## config.mk

```make
export PLATFORM = sky130hd
export DESIGN_NAME = bit_serializer
export DESIGN_NICKNAME = d
export VERILOG_FILES = /design/src/rtl/bit_serializer.sv
export SDC_FILE = /design/constraint.sdc
export NUM_CORES = 1
export LEC_CHECK = 0
export CAP_MARGIN = 20
export CELL_PAD_IN_SITES_DETAIL_PLACEMENT = 1
export CELL_PAD_IN_SITES_GLOBAL_PLACEMENT = 2
export CORE_AREA = 2 2 62 64
export CTS_BUF_LIST = sky130_fd_sc_hd__clkbuf_16
export DETAILED_ROUTE_END_ITERATION = 6
export DIE_AREA = 0 0 64 66
export GPL_ROUTABILITY_DRIVEN = 0
export PLACE_DENSITY = 0.79
export SYNTH_ARGS = -nofsm -noshare
export SYNTH_HDL_FRONTEND = slang
export SYNTH_SLANG_ARGS = --single-unit
export TNS_END_PERCENT = 5
```

## constraint.sdc

```tcl
create_clock -name clk -period 1.52 [get_ports clk]
set_input_delay 0.38 -clock clk [delete_from_list [all_inputs] [get_ports clk]]
set_output_delay 0.38 -clock clk [all_outputs]
set_load 0.1 [all_outputs]
```

## src/rtl/bit_serializer.sv

```systemverilog
// Parallel-to-serial feeder: accepts a word, pulses s, then shifts the word out on x one bit per clock.
// Define BIT_SERIALIZER_MSB_FIRST_EN to send the MSB first; the default build sends the LSB first.
module bit_serializer #(
   parameter int unsigned WIDTH = 8
) (
   input  logic                           clk,
   input  logic                           clear,
   input  logic [WIDTH-1:0]               din,
   input  logic                           din_valid,
   output logic                           din_ready,
   output logic                           s,
   output logic                           x,
   output logic                           x_valid,
   output logic                           busy,
   output logic                           done,
   output logic [$clog2(WIDTH+1)-1:0]     ones_cnt
);

   localparam int unsigned IW = $clog2(WIDTH);
   localparam int unsigned CW = $clog2(WIDTH + 1);
   localparam logic [IW-1:0] LAST_IDX = IW'(WIDTH - 1);

   typedef enum logic [1:0] {
      ST_IDLE,
      ST_START,
      ST_SHIFT,
      ST_DONE
   } state_t;

   state_t           state_q, state_d;
   logic [WIDTH-1:0] shreg_q, shreg_d;
   logic [IW-1:0]    bit_idx_q, bit_idx_d;
   logic [CW-1:0]    ones_cnt_q, ones_cnt_d;

   always_ff @(posedge clk) begin
      if (clear) begin
         state_q    <= ST_IDLE;
         shreg_q    <= '0;
         bit_idx_q  <= '0;
         ones_cnt_q <= '0;
      end else begin
         state_q    <= state_d;
         shreg_q    <= shreg_d;
         bit_idx_q  <= bit_idx_d;
         ones_cnt_q <= ones_cnt_d;
      end
   end

   always_comb begin
      state_d    = state_q;
      shreg_d    = shreg_q;
      bit_idx_d  = bit_idx_q;
      ones_cnt_d = ones_cnt_q;
      din_ready  = 1'b0;
      s          = 1'b0;
      x          = 1'b0;
      x_valid    = 1'b0;
      done       = 1'b0;

      unique case (state_q)
         ST_IDLE: begin
            din_ready = 1'b1;
            if (din_valid) begin
               shreg_d    = din;
               bit_idx_d  = '0;
               ones_cnt_d = '0;
               state_d    = ST_START;
            end
         end
         ST_START: begin
            s       = 1'b1;
            state_d = ST_SHIFT;
         end
         ST_SHIFT: begin
            x_valid = 1'b1;
`ifdef BIT_SERIALIZER_MSB_FIRST_EN
            x       = shreg_q[WIDTH-1];
            shreg_d = {shreg_q[WIDTH-2:0], 1'b0};
`else
            x       = shreg_q[0];
            shreg_d = {1'b0, shreg_q[WIDTH-1:1]};
`endif
            bit_idx_d  = bit_idx_q + IW'(1);
            ones_cnt_d = ones_cnt_q + CW'(x);
            if (bit_idx_q == LAST_IDX) begin
               state_d = ST_DONE;
            end
         end
         ST_DONE: begin
            done    = 1'b1;
            state_d = ST_IDLE;
         end
         default: begin
            state_d = ST_IDLE;
         end
      endcase
   end

   assign busy     = (state_q != ST_IDLE);
   assign ones_cnt = ones_cnt_q;

endmodule

```

Word-level counts from Yosys, hierarchy flattened
Cells that the tools add are included.
- register bits after elaboration: 17
- word-level logic and storage cells: 31
- add/subtract/negate cells: 2
- eq/ne operators: 6
- mux-type cells: 14
- reductions and logical operators: 5
- operators with widths (operator ; number):
    8-bit one-hot mux with 2 select lines ; 1
    8-bit 2-to-1 mux ; 1
    2-bit one-hot mux with 4 select lines ; 1
    4-bit one-hot mux with 2 select lines ; 1
    3-bit one-hot mux with 2 select lines ; 1
    1-bit 2-to-1 mux ; 5
    4-bit by 1-bit adder with 4-bit output ; 1
    2-bit equality test (second input constant) ; 2
    2-bit 2-to-1 mux ; 2
    4-bit 2-to-1 mux ; 1
    2-bit inequality test (second input constant) ; 2
    2-bit AND reduction ; 2
    2-bit nonzero test ; 2
    3-bit by 1-bit adder with 3-bit output (second input constant) ; 1
    3-bit equality test (second input constant) ; 1
    3-bit 2-to-1 mux ; 1
    2-bit by 1-bit equality test with 1-bit output (second input constant) ; 1
    2-bit zero test ; 1

Longest topological paths before layout
Gate-level depths: netlist (run 1).
- word-level depth: 3
- depth in mapped cells: 7
- mapped depth without buffers: 5

Worst setup path before layout (run 1)
No wires, ideal clock.
- path kind: reg2out
- start point: register state_q[0]
- end point: output port x
- arrival time: 2.461 ns
- slack: -1.321 ns
- cell stages (with the launch flop): 6
- path buffers: 2
- cell sequence: dfxtp_1 -> inv_1 -> ha_1 -> buf_6 -> buf_2 -> and2_1
- longest elaborated chain between the ends: 2
- RTL lines (what ; line ; RTL):
    start: declaration ; 30 ; state_t state_q, state_d;
    start signal: assignment ; 42 ; state_q <= state_d;
    2-bit equality test ; 60 ; unique case (state_q)
    1-bit 2-to-1 mux ; 60 ;
    end: declaration ; 12 ; output logic x,
No other way between the ends.

Final worst setup path (run 1)
- start point: register state_q[0]
- end point: output port busy
- longest elaborated chain between the ends: 1
- RTL lines (what ; line ; RTL):
    2-bit nonzero test ; 99 ; assign busy = (state_q != ST_IDLE);
    end: declaration ; 14 ; output logic busy,
No other way between the ends.

==> results of run 1 <==
## layout make-up
cell class,count,area [µm²]
clock buffer,3,75.1
clock inverter,1,3.75
fill,391,2040
inverter,4,26.3
multi-input combinational,66,561
sequential,17,349
tap,48,60.1
timing repair buffer,35,432
## cells by family (layout without fill, tap and decap cells)
family / count (synthesis) / in the layout / synth area share, %
adder cells (fa/ha/maj): 9 / 9 / 12.7
AND/OR/NAND/NOR: 28 / 28 / 15.4
flip-flops: 17 / 17 / 38.5
multiplexers: 9 / 9 / 10.8
buffers and inverters: 10 / 43 / 6.52
AO/OA/AOI/OAI: 20 / 20 / 16.0
## cells in the final DEF, fill, tap and decap left out, types with 3 or more instances in the layout
| master | synthesis | layout |
|---|---|---|
| nand2_1 | 3 | 3 |
| nor2b_1 | 3 | 3 |
| buf_6 | 2 | 5 |
| ha_4 | 0 | 3 |
| clkbuf_16 | 0 | 3 |
| buf_12 | 0 | 10 |
| dfxtp_1 | 17 | 12 |
| buf_4 | 0 | 10 |
| dfxtp_2 | 0 | 4 |
| ha_1 | 9 | 5 |
| nor2_1 | 12 | 11 |
| nand3_1 | 3 | 3 |
| a211oi_1 | 8 | 7 |
| clkdlybuf4s50_1 | 0 | 10 |
| a21oi_1 | 5 | 4 |
| mux2i_1 | 8 | 7 |
## what timing repair did
action                                  CTS  global route
gates resized for setup                   7            12
pin swaps                                 3             0
buffers inserted                          7             0
endpoints found under the setup margin    5            16
## through the flow
stage,TNS [ns],instance area (µm²)
6_report,-0.144,1510
5_1_grt,-0.497,1510
4_1_cts,-0.0955,1450
3_5_place_dp,-1.52,1300
3_3_place_gp,-0.788,1300
2_1_floorplan,-1.91,928
## power groups by stage
stage	clock, µW	sequential [µW]	combinational, µW
3_5_place_dp	0	662	1840
5_1_grt	554	682	2270
4_1_cts	532	659	2010
2_1_floorplan	0	662	1290
3_3_place_gp	0	654	1800
6_report	518	667	2140
## per-layer routing
metal | vias up | part of all wire, %
li1 | 399 | -
met1 | 431 | 36
met2 | 14 | 61
met3 | 2 | 2.7
met4 | 0 | 0.40
met5 | - | 0
## worst paths after layout
check	start	to	slack [ns]	cells after the start
worst max register to register	state_q[0]	ones_cnt[3]	-0.05	6
worst min register to register	shreg_q[1]	shreg_q[1]	0.50	2
worst max-delay path	state_q[0]	busy	-0.05	5
worst min-delay path	shreg_q[1]	shreg_q[1]	0.50	2
## critical path, delay by kind of cell, from the launching register on
family	cells	cell delay, ns
buf+inv	4	0.45
flops	1	0.36
fa+ha+maj	1	0.13
## Yosys cell counts (all sizes together)
library cell | count | area share, %
dfxtp | 17 | 39
nor2 | 12 | 5.1
ha | 9 | 13
a211oi | 8 | 6.8
mux2i | 8 | 9.1
a21oi | 5 | 2.8
a32oi | 4 | 4.0
buf | 4 | 3.7
inv | 4 | 2.0
nand2 | 3 | 1.3
nand3 | 3 | 1.7
nor2b | 3 | 2.1
clkbuf | 2 | 0.85
nand2b | 2 | 1.4
a21o | 1 | 0.85
a31oi | 1 | 0.71
and2 | 1 | 0.71
mux2 | 1 | 1.7
nand3b | 1 | 0.85
nand4 | 1 | 0.71
o31ai | 1 | 0.85
or3 | 1 | 0.71
or4 | 1 | 0.85
## sequential cells by signal (all words and copies together) (netlist names)
register,flops
bit_idx_q,3
shreg_q,8
ones_cnt,4
state_q,2
==> metrics.txt, run 1 <==
status complete, but fails checks; failing checks setup timing; fmax ~640 MHz; #FFs+latches synth 17; Crit path arrival time 1.19 ns; PD cells between 2000 and 2500 mW/mm²; Final Cycle Share 103%; ant diodes 0; DP Worst Slack -0.205 ns; Starting DRT DRC Count 17; TritonCTS clock tree built; DRC 0; synthesized area per cell roughly 9.5 µm²; clk root buf clkbuf_16; vias 846; max-cap violations 0; Area growth syn-to-layout 70.5%; Net count, final 147; die height around 66 µm; global-route wire length before repair just over 4000 µm; Core Box Area around 0.0036 mm²; post-layout instance count excluding filler cells approximately 170; critical path's slowest cell dfxtp_4; Initial Util 24.9%; Gate Count Post-Synth 93; H-tree depth 1; Final ANT Viol Nets 0; slew margin rel. a little over four fifths; Final Max Tran Viols 0; combinational power share between 60 and 70%; Worst Tran Pin Value between 0.2 and 0.25 ns; Final Hold Vio Count 0; Critical Path, Cell by Cell inv_6, ha_4, buf_6, clkinvlp_4, buf_12; Unique masters post-synth 25; Mapped Area a little under 900 µm²; largest net degree at the start of global routing 15; clk sink count 17; WHS 0.499 ns; CTS Buf Count 3; initial antenna violation count 0; grt peak-use layer met2; global-route met1 utilization roughly an eighth; placed cells 163; internal power component about 1800 µW; Core Util, Final a little over two fifths; Clk pwr share 15.6%; grt met3 use 2.73%; vias per cell between 4 and 5; leak pwr 0.000583 µW; final setup fails 4; Syn Nets between 100 and 150; clock slew at reported path FFs about 0.050 ns; die footprint 0.00422 mm²; routed wire length around 2500 µm; Switching Fraction about 45%; CP Max Fanout 3; Period minus WS final around 1.6 ns; CP peak stage delay 0.36 ns; met2 usage 26.4%; vias in the first global route between 900 and 1000; drt pass-1 iters 2; WL/cell 14.2 µm; worst hold path type flop to flop; Tot Pwr 3330 µW; sequential-to-total area share from yosys stat 38.5%; I/O pins 21; # port buffers 20; CP Class flop to primary output; # rows 22; clk_lat worst skew approximately 0.25 ns; setup repair after global routing missed its margin yes; clk buf depth 2; Die W between 60 and 70 µm; fraction of layout cells with a size suffix above 1 between 30% and 40%; part of the power in registers 20.1%; Yosys warnings 0; fin worst setup slack -0.0479 ns; DP HPWL 1630 µm; All-Layer GR Usage between 10% and 20%; WP data required 1.14 ns; CP startpoint kind flop; skew final 0.00521 ns; Psw roughly 1500 µW; cts hold-fix bufs 0; grt ovf 0; Peak VDD IR slightly below 0.9 mV; crit end category primary output
Power figures use the tool's default switching activity.
==> inputs of run 2 (changes only) <==
--- a/config.mk
+++ b/config.mk
@@ -10,6 +10,7 @@
 export CELL_PAD_IN_SITES_GLOBAL_PLACEMENT = 2
 export CORE_AREA = 2 2 62 64
 export CTS_BUF_LIST = sky130_fd_sc_hd__clkbuf_16
+export CTS_CLUSTER_SIZE = 30
 export DETAILED_ROUTE_END_ITERATION = 6
 export DIE_AREA = 0 0 64 66
 export GPL_ROUTABILITY_DRIVEN = 0
==> results of run 2 <==
Same layout as run 1: the final DEF is identical, and so are final timing and power.
==> inputs of run 3 (changes only) <==
--- a/config.mk
+++ b/config.mk
@@ -5,14 +5,13 @@
 export SDC_FILE = /design/constraint.sdc
 export NUM_CORES = 1
 export LEC_CHECK = 0
-export CAP_MARGIN = 20
 export CELL_PAD_IN_SITES_DETAIL_PLACEMENT = 1
 export CELL_PAD_IN_SITES_GLOBAL_PLACEMENT = 2
-export CORE_AREA = 2 2 62 64
+export CORE_AREA = 2 2 53 74
 export CTS_BUF_LIST = sky130_fd_sc_hd__clkbuf_16
 export CTS_CLUSTER_SIZE = 30
 export DETAILED_ROUTE_END_ITERATION = 6
-export DIE_AREA = 0 0 64 66
+export DIE_AREA = 0 0 55 76
 export GPL_ROUTABILITY_DRIVEN = 0
 export PLACE_DENSITY = 0.79
 export SYNTH_ARGS = -nofsm -noshare
==> constraint.sdc (replaced) <==
create_clock -name clk -period 1.52 [get_ports clk]
set_input_delay 0.304 -clock clk [delete_from_list [all_inputs] [get_ports clk]]
set_output_delay 0.304 -clock clk [all_outputs]
set_load 0.1 [all_outputs]
==> run 3 against run 2 <==
  * Total power down 3.7%
  * Sequential cell count unchanged
  * Register-to-register slack better by 0.09 ns
  * The run still ends with setup timing left
  * Cell area down 4.1%
  * Via count down 2.5%
  * Clock power up 3%
  * Largest power group unchanged
  * Combinational power down 6%
  * Count of clock-buffer cells in the layout unchanged
  * Highest routed layer unchanged
  * Final cell count down 3.4%
  * Global-route usage up 0.84 points
==> metrics.txt, run 3 (same netlist as run 1, synthesis figures left out) <==
status complete, but fails checks; failing checks setup timing; clk sink count 17; critical path's slowest cell dfxtp_2; Hold Crit Depth 2; drt pass-1 iters 2; worst hold path type flop to flop; Tot Pwr approximately 3200 µW; setup repair after global routing missed its margin yes; Worst Tran Pin Value roughly 0.25 ns; most frequent cells in the layout buf_4, nor2_1, dfxtp_1, clkdlybuf4s50_1, buf_12; Area growth syn-to-layout 63.6%; final setup fails 2; TritonCTS clock tree built; Worst Reg-to-Reg Cells 5; clk root buf clkbuf_16; most common cell after layout, fill and taps aside buf_4; CTS Buf Count 3; max reg flops 8; vias 825; WP data required 1.22 ns; DP HPWL around 1800 µm; Die W around 55 µm; vias in the first global route between 800 and 900; Critical Path, Cell by Cell buf_4, ha_4, and2_4, buf_12; slew margin rel. 83.5%; CP Class flop to primary output; clk buf depth 2; I/O pins 21; crit end category primary output; skew final about 0.0031 ns; CP startpoint kind flop; Crit path arrival time 1.22 ns; grt ovf 0; clock slew at reported path FFs ~0.050 ns; Final Max Tran Viols 0; fin worst setup slack -0.00857 ns; max-cap violations 0; Peak VDD IR between 2 and 2.5 mV; DRC 0; largest net degree at the start of global routing 15; global-route wire length before repair slightly above 4000 µm; Final Cycle Share 101%; post-route design area around 0.0014 mm²; vias per cell 4.91; clk_lat worst skew between 0.2 and 0.3 ns; leak pwr between 0.0005 and 0.0006 µW; kind of cell adding the most delay to the critical path flip-flops; WL/cell between 10 and 15 µm; Period minus WS final roughly 1.5 ns; Reg with most FFs shreg_q; Post-DP Area 0.00130 mm²; initial antenna violation count 0; CP peak stage delay around 0.34 ns; # port buffers 20; WP buf/inv 2; ant diodes 0; routed wire length roughly 2500 µm; die height between 70 and 80 µm; H-tree depth 1; Final Hold Vio Count 0; fraction of layout cells with a size suffix above 1 between 30% and 40%; post-layout instance count excluding filler cells around 170; CP Max Fanout 5; PD cells about 2200 mW/mm²; placed cells between 150 and 200; Final ANT Viol Nets 0; DP Worst Slack -0.131 ns; Crit path depth 4; fmax 654 MHz; Initial Util about a quarter; Starting DRT DRC Count 8; Net count, final 147; Core Box Area between 0.003 and 0.004 mm²; Setup TNS -0.00981 ns; All-Layer GR Usage between 10% and 20%; # rows 26; die footprint roughly 0.0042 mm²
[run 3: power by group]
group / internal [µW] / switching (µW)
registers: 578 / 86.9
clock network: 350 / 182
logic: 840 / 1170
[run 3: through the flow]
stage | hold WS, ns | util (%)
finish | 0.474 | 40.4
global route | 0.494 | 40.4
CTS | 0.481 | 39.7
detailed placement | 0.468 | 36.4
global placement | 0.459 | 36.4
floorplan | 0.436 | -
[run 3: cell type report]
type / instances / area, µm²
clock inverter: 1 / 3.75
tap: 42 / 52.6
timing repair buffer: 35 / 420
fill: 410 / 2130
inverter: 4 / 23.8
multi-input combinational: 66 / 520
sequential: 17 / 349
clock buffer: 3 / 75.1
[run 3: layer usage]
layer | global-route usage, % | part of all wire (%) | vias up | wire (µm)
met1 | 14.5 | 38 | 406 | 951
met2 | 23.0 | 56 | 15 | 1410
met4 | 8.78 | 3.0 | 0 | 76
met3 | 2.35 | 2.4 | 5 | 61
li1 | - | - | 399 | -
met5 | 0 | 0 | - | 0
[run 3: final timing paths]
check / from / endpoint / slack (ns)
hold / removal: shreg_q[7] / shreg_q[7] / 0.47
setup reg to reg: state_q[1] / shreg_q[5] / 0.04
hold reg to reg: shreg_q[7] / shreg_q[7] / 0.47
setup / recovery: state_q[1] / x / -0.009
[run 3: what timing repair did]
| action | CTS | global route |
|---|---|---|
| hold buffers | 0 | 0 |
| resized for setup | 4 | 3 |
| pin swaps | 0 | 1 |
| endpoints found under the setup margin | 4 | 8 |
| buffers inserted | 4 | 2 |
[run 3: worst register-to-register path: stages (launching register included)]
cell and delay, ns:
dfxtp_2 0.33, buf_4 0.14, ha_4 0.18, buf_4 0.15, mux2_4 0.35, a211oi_1 0.24
==> RTL change, RTL diff (config.mk and constraints of run 3) <==
The 4 states of `state_t` get a Gray code encoding in 2 bits.
--- a/src/rtl/bit_serializer.sv
+++ b/src/rtl/bit_serializer.sv
@@ -21,10 +21,10 @@
    localparam logic [IW-1:0] LAST_IDX = IW'(WIDTH - 1);
 
    typedef enum logic [1:0] {
-      ST_IDLE,
-      ST_START,
-      ST_SHIFT,
-      ST_DONE
+      ST_IDLE  = 2'b00,
+      ST_START = 2'b01,
+      ST_SHIFT = 2'b11,
+      ST_DONE  = 2'b10
    } state_t;
 
    state_t           state_q, state_d;
Formal check against the unedited RTL: no difference found for any inputs over 10 cycles, from zero or initial values; not proved beyond that.
==> RTL change against run 3 <==
Hold slack lost 2.7 ps; global-route usage is 2.4 points lower; sequential share of layout area rose by 2.9 points; area after synthesis decreased by 10%; routed wire length fell by 17%; synthesized cell count fell by 8.6%; sequential cell count did not move; worst setup slack gained 57 ps; utilization shrank 5.0 points; cell area down 12%.
Power is not compared: it rests on default switching activity, and its combinational part moved more than twofold at a synthesized area within 25%.
==> RTL change: results <==
set metrics [dict create \
    port_buffers 20 \
    clock_latency_ps 250 \
    crit_arrival_ps 1620 \
    synth.area.top_cells "dfxtp_1 (43%), o221a_1 (8.5%), a21oi_1 (6.3%)" \
    drtPass1Iterations 4 \
    layout.nets 126 \
    worst_slew_pin_slew_ps 216 \
    cts_resized 5 \
    synth.top_cells.by_count "dfxtp_1 (17), a21oi_1 (10), nand3_1 (8)" \
    reg2reg_to "ones_cnt[2]" \
    finalSetupViolations 0 \
    async_flop_share_pct 0 \
    cp_slowest_cell "clkdlybuf4s50_1" \
    wl_per_cell_um 13.6 \
    p_leak_uw 0.000492 \
    largest_register_ffs 8 \
    crit_path_start "din_valid" \
    clock_skew_ps 3.33 \
    finalHoldViolCount 0 \
    ir_worst_vdd_mv 0.481 \
    clockBufferDepth 2 \
    r2r_cells 4 \
    cts_max_level 1 \
    yosysSeqAreaShare_pct 42.9 \
    numCtsBuffers 3 \
    layout-drive-gt1-share_pct 26.4 \
    synth_nets 100 \
    grt_pass1_vias 734 \
    hpwl_mm 1.58 \
    hp-start "shreg_q[2]" \
    grt_max_degree 12 \
    yosysWarnings 0 \
    synthDistinctLibCells 27 \
    cp_max_fo 11 \
    cpPeakStageDelay_ps 490 \
    regMostFlops "shreg_q" \
    drtIter0Drc 7 \
    grt_antenna_before_repair 0 \
    grt_pass1_wl_mm 3.47 \
    root_buffer "clkbuf_16" \
    viasPerCell 4.71 \
    reg2reg_slack_ps 220 \
    status "finished, final reports clean" \
    place_area_um2 1170 \
    postCtsSetupRepairBufs 0 \
    globalRouteTotalUtil_pct 11.2 \
    maxSlewViolCount 0 \
    cp-endpoint "shreg_q[0]" \
    min_path_type "flop to flop" \
    r2r-start "ones_cnt[0]" \
    insertedDiodeCount 0 \
    path_clk_slew_ps 50 \
]
==> RTL change: worst max-delay path: cells and delay by family <==
kind            cells  cell delay [ps]
compound gates      2              350
simple gates        1              470
buf+inv             1              490
==> RTL change: per-stage QoR <==
| stage | power (µW) | instances | setup slack, ps |
|---|---|---|---|
| floorplan | 655 | 85 | -345 |
| global placement | 754 | 148 | -314 |
| detailed placement | 759 | 148 | -338 |
| CTS | 1310 | 152 | 39.6 |
| global route | 1350 | 152 | -2.13 |
| finish | 1300 | 152 | 48.1 |
==> RTL change: layout make-up <==
class | count | area, µm²
Clock inverter | 1 | 5.00
Inverter | 5 | 27.5
Sequential cell | 17 | 343
Tap cell | 42 | 52.6
Multi-Input combinational cell | 58 | 407
Fill cell | 428 | 2310
Clock buffer | 3 | 75.1
Timing Repair Buffer | 26 | 358
==> RTL change: how the worst min path moves through the flow <==
stage,endpoint,slack (ps),cells after the start
after floorplan,shreg_q[2],440,2
after global placement,bit_idx_q[2],460,2
after detailed placement,shreg_q[2],460,2
after CTS,shreg_q[2],470,2
after global routing,shreg_q[2],500,2
final,shreg_q[2],470,2
==> RTL change: cells by family (layout without fill, tap and decap cells) <==
family / after synthesis / count (layout) / share of synthesized area (%)
flops: 17 / 17 / 42.9
simple gates: 28 / 28 / 19.2
fa+ha+maj: 4 / 4 / 6.31
buf+inv: 10 / 35 / 7.41
compound gates: 26 / 26 / 24.1
==> RTL change: power breakdown <==
group / switching, µW / total, µW / internal (µW)
logic: 147 / 265 / 119
registers: 17.8 / 489 / 472
clock network: 191 / 544 / 353
==> RTL change: metal layers <==
metal | part of all wire, % | vias up | GRT usage (%)
met5 | 0 | - | 0
met4 | 2.3 | 0 | 5.85
met3 | 3.3 | 4 | 1.96
met2 | 56 | 13 | 18.0
met1 | 38 | 344 | 13.7
li1 | - | 355 | -
